<file path="src/rtl/pc_redirect_ctrl.sv">
// Control-flow redirect sequencer: latches the Execute-stage target, hands it to Fetch over a
// valid/ready handshake, then squashes the wrong-path slots. Define BRANCH_STATS_EN for branch counters.
module pc_redirect_ctrl #(
  parameter int PC_W         = 32,
  parameter int FLUSH_CYCLES = 2,
  parameter int CNT_W        = 16
) (
  input  logic            clk,
  input  logic            rst_n,
  input  logic            pcSrcE,
  input  logic            branchE,
  input  logic            jumpE,
  input  logic [PC_W-1:0] pcTargetE,
  input  logic            fetch_ready,
  output logic            redirect_valid,
  output logic [PC_W-1:0] redirect_pc,
  output logic            stallF,
  output logic            flushD,
  output logic            flushE,
  output logic            misalign_err,
  output logic            busy
`ifdef BRANCH_STATS_EN
  ,
  input  logic             stats_clr,
  output logic [CNT_W-1:0] br_total_cnt,
  output logic [CNT_W-1:0] br_taken_cnt
`endif
);

  typedef enum logic [1:0] {
    IDLE,
    REDIRECT,
    FLUSH
  } state_e;

  // The counter only ever holds FLUSH_CYCLES-2 down to 0.
  localparam int FW = (FLUSH_CYCLES > 2) ? $clog2(FLUSH_CYCLES - 1) : 1;
  localparam logic [FW-1:0] FLUSH_LOAD = FW'((FLUSH_CYCLES >= 2) ? FLUSH_CYCLES - 2 : 0);

  state_e          state_q, state_d;
  logic [PC_W-1:0] pc_q, pc_d;
  logic            mis_q, mis_d;
  logic [FW-1:0]   cnt_q, cnt_d;

  always_comb begin
    // NOTE: every always_comb target gets a default first so no path can infer a latch.
    state_d = state_q;
    pc_d    = pc_q;
    mis_d   = 1'b0;
    cnt_d   = cnt_q;
    unique case (state_q)
      IDLE: begin
        if (pcSrcE) begin
          pc_d    = {pcTargetE[PC_W-1:2], 2'b00};
          mis_d   = |pcTargetE[1:0];
          state_d = REDIRECT;
        end
      end
      REDIRECT: begin
        if (fetch_ready) begin
          if (FLUSH_CYCLES == 1) begin
            state_d = IDLE;
          end else begin
            cnt_d   = FLUSH_LOAD;
            state_d = FLUSH;
          end
        end
      end
      FLUSH: begin
        if (cnt_q == '0) state_d = IDLE;
        else             cnt_d   = cnt_q - 1'b1;
      end
      default: state_d = IDLE;
    endcase
  end

  // NOTE: state registers use non-blocking assignments so every flop samples pre-edge values.
  always_ff @(posedge clk) begin
    if (!rst_n) begin
      state_q <= IDLE;
      pc_q    <= '0;
      mis_q   <= 1'b0;
      cnt_q   <= '0;
    end else begin
      state_q <= state_d;
      pc_q    <= pc_d;
      mis_q   <= mis_d;
      cnt_q   <= cnt_d;
    end
  end

  // Outputs decode state only; fetch_ready is the sole input reaching an output (stallF).
  assign redirect_valid = (state_q == REDIRECT);
  assign flushE         = (state_q == REDIRECT);
  assign flushD         = (state_q != IDLE);
  assign busy           = (state_q != IDLE);
  assign stallF         = (state_q == REDIRECT) && !fetch_ready;
  assign redirect_pc    = pc_q;
  assign misalign_err   = mis_q;

`ifdef BRANCH_STATS_EN
  logic [CNT_W-1:0] total_q, taken_q;

  always_ff @(posedge clk) begin
    if (!rst_n || stats_clr) begin
      total_q <= '0;
      taken_q <= '0;
    end else if (state_q == IDLE) begin
      if ((branchE || jumpE) && !(&total_q)) total_q <= total_q + 1'b1;
      if (pcSrcE && !(&taken_q))             taken_q <= taken_q + 1'b1;
    end
  end

  assign br_total_cnt = total_q;
  assign br_taken_cnt = taken_q;
`else
  logic unused_stats_inputs;
  assign unused_stats_inputs = branchE ^ jumpE;
`endif

endmodule
</file>
<file path="config.mk">
export PLATFORM = sky130hd
export DESIGN_NAME = pc_redirect_ctrl
export DESIGN_NICKNAME = d
export VERILOG_FILES = /design/src/rtl/pc_redirect_ctrl.sv
export SDC_FILE = /design/constraint.sdc
export NUM_CORES = 1
export LEC_CHECK = 0
export ABC_AREA = 1
export CAP_MARGIN = 20
export CORE_MARGIN = 4
export CORE_UTILIZATION = 43
export DETAILED_ROUTE_END_ITERATION = 16
export GPL_TIMING_DRIVEN = 1
export PLACE_DENSITY = 0.82
export SLEW_MARGIN = 10
export SYNTH_ARGS = -nofsm -noshare
export SYNTH_HDL_FRONTEND = slang
export SYNTH_SLANG_ARGS = --single-unit
</file>
<file path="constraint.sdc">
create_clock -name clk -period 3.1 [get_ports clk]
set_input_delay 0.62 -clock clk [delete_from_list [all_inputs] [get_ports clk]]
set_output_delay 0.62 -clock clk [all_outputs]
set_load 0.005 [all_outputs]
</file>
==> reports/results.md <==
| Group | Parameter | Value |
|:---|:---|:---|
| worst setup path | Required @ worst endpoint | 2.48 ns |
| sta | Final-report setup violation count | 0 |
| grt | Global-route wire length before repair | 5380 um |
| worst setup path | Largest driver fanout on the critical path | 2 |
| sta | Final hold viol count | 0 |
| worst setup path | Series of cell instances along the critical path | clkdlybuf4s50_1 > inv_1 > nand3_1 > inv_1 > clkdlybuf4s50_1 |
| clock tree | # hold bufs at CTS | 0 |
| clock tree | Number of levels the H-tree was split into | 2 |
| min path | Cells on Worst Hold Path | 2 |
| synthesis | Share of the synthesized area in the top cell type | 0.436 |
| worst setup path | Slowest stage delay, CP | 0.50 ns |
| worst setup path | R2R Setup Slk | 1.72 ns |
| worst setup path | Path depth of the worst reg2reg path | 5 |
| floorplan | Count of pins on the block boundary | 76 |
| synthesis | Cell type with the highest aggregate area in the netlist | sky130_fd_sc_hd__dfxtp_1 |
| clock tree | CTS Buf Count | 5 |
| worst setup path | Arrival @ worst endpoint | 1.76 ns |
| route | Detailed Route Iter0 Violations | 87 |
| min path | Startpoint of the tightest hold check path | redirect_pc[17] |
| pwr | Pleak | 1.04 nW |
| synthesis | Top cells by area in the synthesized netlist | sky130_fd_sc_hd__dfxtp_1 (44%), sky130_fd_sc_hd__nand3_1 (10%), sky130_fd_sc_hd__a21oi_1 (9.9%) |
| synthesis | FF+latch count, synth | 33 |
| clock tree | Clock input transition at the sequential cells of the worst setup and hold paths | 0.08 ns |
| synthesis | Sequential cell area fraction in the yosys report | 0.436 |
| floorplan | Die Span X | 67.4 um |
| sta | Period utilization | 0.768 |
| clock tree | CTS root buffer | sky130_fd_sc_hd__clkbuf_4 |
| pwr | Pwr dens | 422 nW/um^2 |
| worst setup path | Critical path class | in2out |
| synthesis | Number of distinct library cells after synthesis | 16 |
| placement | Gpl congestion | 0.665 |
| pwr | Worst vdd ir | 0.000222 V |
| placement | Placed Cells incl. Taps | 318 |
| placement | Placed wire-length estimate | 2400 um |
| sta | Actual slew at the worst max-slew pin | 1.01 ns |
| sta | Max-slew violation total from the final report | 0 |
| grt | Via count of the first global-routing pass | 1,280 |
| route | Total Routed Length | 3390 um |
| clock tree | Post-CTS Setup Repair Bufs | 0 |
| sta | Maximum operating frequency | 0.420 GHz |
| worst setup path | Worst path slowest cell | sky130_fd_sc_hd__clkdlybuf4s50_1 |
| route | Total via count in the routed design | 1,454 |
| cells and area | # fillers | 348 |
| clock tree | Latest clock arrival within the worst-skew pair | 0.32 ns |
| worst setup path | Crit path capture type | primary output |
| clock tree | Buffers from clock root to sink, at most | 2 |
| clock tree | TritonCTS clock tree | done |
| sta | Setup TNS | 0 ns |
| cells and area | NumNets Final | 317 |
| synthesis | Number of warning messages in the yosys log | 0 |
| min path | Capture endpoint of the worst hold path | redirect_pc[17] |
| status | Run status | completed |
| job | Count of maximum capacitance violations | 0 |
| route | Detailed Routing Iterations Pass 1 | 4 |
| grt | Sum of overflow across all layers after global routing | 0 |
| cells and area | Synthesis-to-layout area growth | 45.0% |
| cells and area | Number of antenna repair diodes | 0 |
| cells and area | Fraction of layout cells with a size suffix above 1 | 0.0432 |
| route | Average routed wire per standard cell | 10.5 um |
| floorplan | Die outline area | 4540 sq um |
| floorplan | # rows | 21 |
| clock tree | Count of cells resized by post-cts repair | 0 |
| grt | Antenna violations before repair | 0 |
| floorplan | Initial Utilization | 0.451 |
| sta | Unrepaired setup endpoints after global routing | no |
| worst setup path | Worst reg2reg endpoint | redirect_pc[23] |
| route | ANT nets after route | 0 |
| synthesis | Synthesized cell area | 1520 sq um |
| placement | Port Buffers | 71 |
| cells and area | Number of cells in the finished layout apart from fillers | 324 |
| cells and area | Leading cell types in the layout, fill and taps excluded | sky130_fd_sc_hd__clkdlybuf4s50_1 (70), sky130_fd_sc_hd__inv_1 (36), sky130_fd_sc_hd__dfxtp_1 (33) |
| sta | Max-slew headroom at the worst pin | 0.327 |
| min path | Min-Delay Path Class | reg2reg |
| sta | Crit path time final | 2.38 ns |
| cells and area | Most common cell after layout, fill and taps aside | sky130_fd_sc_hd__clkdlybuf4s50_1 |
| synthesis | Syn_area_per_cell | 6.96 sq um |
| route | Remaining routing DRC violations | 0 |
| floorplan | Overall die height | 67.4 um |
| worst setup path | Critical register-to-register path startpoint | state_q[0] |
| grt | Largest net degree at the start of global routing | 62 |
| sta | Clock skew | 0.00536 ns |
| grt | Combined global-route utilization of all metal layers | 0.157 |
| clock tree | Clock net sink count | 33 |
| route | Per-cell via count in the routed design | 4.49 |
| worst setup path | Kind of launch point of the worst setup path | primary input |
| floorplan | Std-Cell Core Area | 3360 sq um |
| synthesis | Post-synthesis cell count | 218 |
[cell type report]
cell class              count  area, sq um  area share
clock inverters             1         5.00     0.00228
flip-flops and latches     33          661       0.301
clock buffers               5         37.5      0.0171
multi-input cells         130          582       0.265
repair buffers             73          721       0.328
inverters                  36          135      0.0615
well taps                  46         57.6      0.0262
[per-stage QoR]
step	instance area [sq um]	setup WS [ns]	hold slack (ns)	total power (W)	utilization
after floorplan	1520	1.60	0.475	0.000617	-
after global placement	2160	0.726	0.458	0.000734	0.641
after detailed placement	2160	0.718	0.468	0.000739	0.641
final	2200	0.721	0.485	0.000929	0.654
after global routing	2200	0.689	0.511	0.000997	0.654
after CTS	2200	0.714	0.490	0.000942	0.654
[synthesized netlist by cell type (all sizes together)]
library cell,number
inv,36
dfxtp,33
nand2,32
nor2,32
a21oi,31
nand3,31
buf,20
conb,1
nor3,1
o21ai,1
[critical path, delay by kind of cell]
family                 cells  cell delay, ns
and+or+nand+nor            1            0.11
buffers and inverters      4            1.03
[per-layer routing]
layer	global-route usage	up-vias	part of all wire	wire length, um
met2	0.271	43	0.49	1670
li1	-	781	-	-
met3	0.0849	5	0.084	284
met5	0	-	0	0
met1	0.165	625	0.41	1410
met4	0.0456	0	0.0097	33
[sequential cells by signal, summed over array words and instances (netlist names)]
name / flops
redirect_pc: 30
state_q: 2
misalign_err: 1
[power by group]
part	switching [W]	internal (W)	total, W
logic	0.000103	0.000144	0.000246
registers	0.0000187	0.000461	0.000479
clock network	0.000125	0.0000785	0.000203
[how the worst max path moves through the flow]
| stage | start | endpoint | slack, ns | cells after the start |
|---|---|---|---|---|
| global route | fetch_ready | stallF | 0.69 | 5 |
| CTS | fetch_ready | stallF | 0.71 | 5 |
| floorplan | state_q[0] | flushD | 1.60 | 4 |
| global placement | fetch_ready | stallF | 0.73 | 5 |
| finish | fetch_ready | stallF | 0.72 | 5 |
| detailed placement | fetch_ready | stallF | 0.72 | 5 |
[logic make-up (layout without fill, tap and decap cells)]
| group | count (synthesis) | after routing | synth area share |
|---|---|---|---|
| buffers and inverters | 56 | 115 | 0.183 |
| AND/OR/NAND/NOR | 96 | 96 | 0.271 |
| AO/OA/AOI/OAI | 32 | 32 | 0.108 |
| other | 1 | 2 | 0.00247 |
| flip-flops | 33 | 33 | 0.436 |
(Power assumes the default switching activity.)
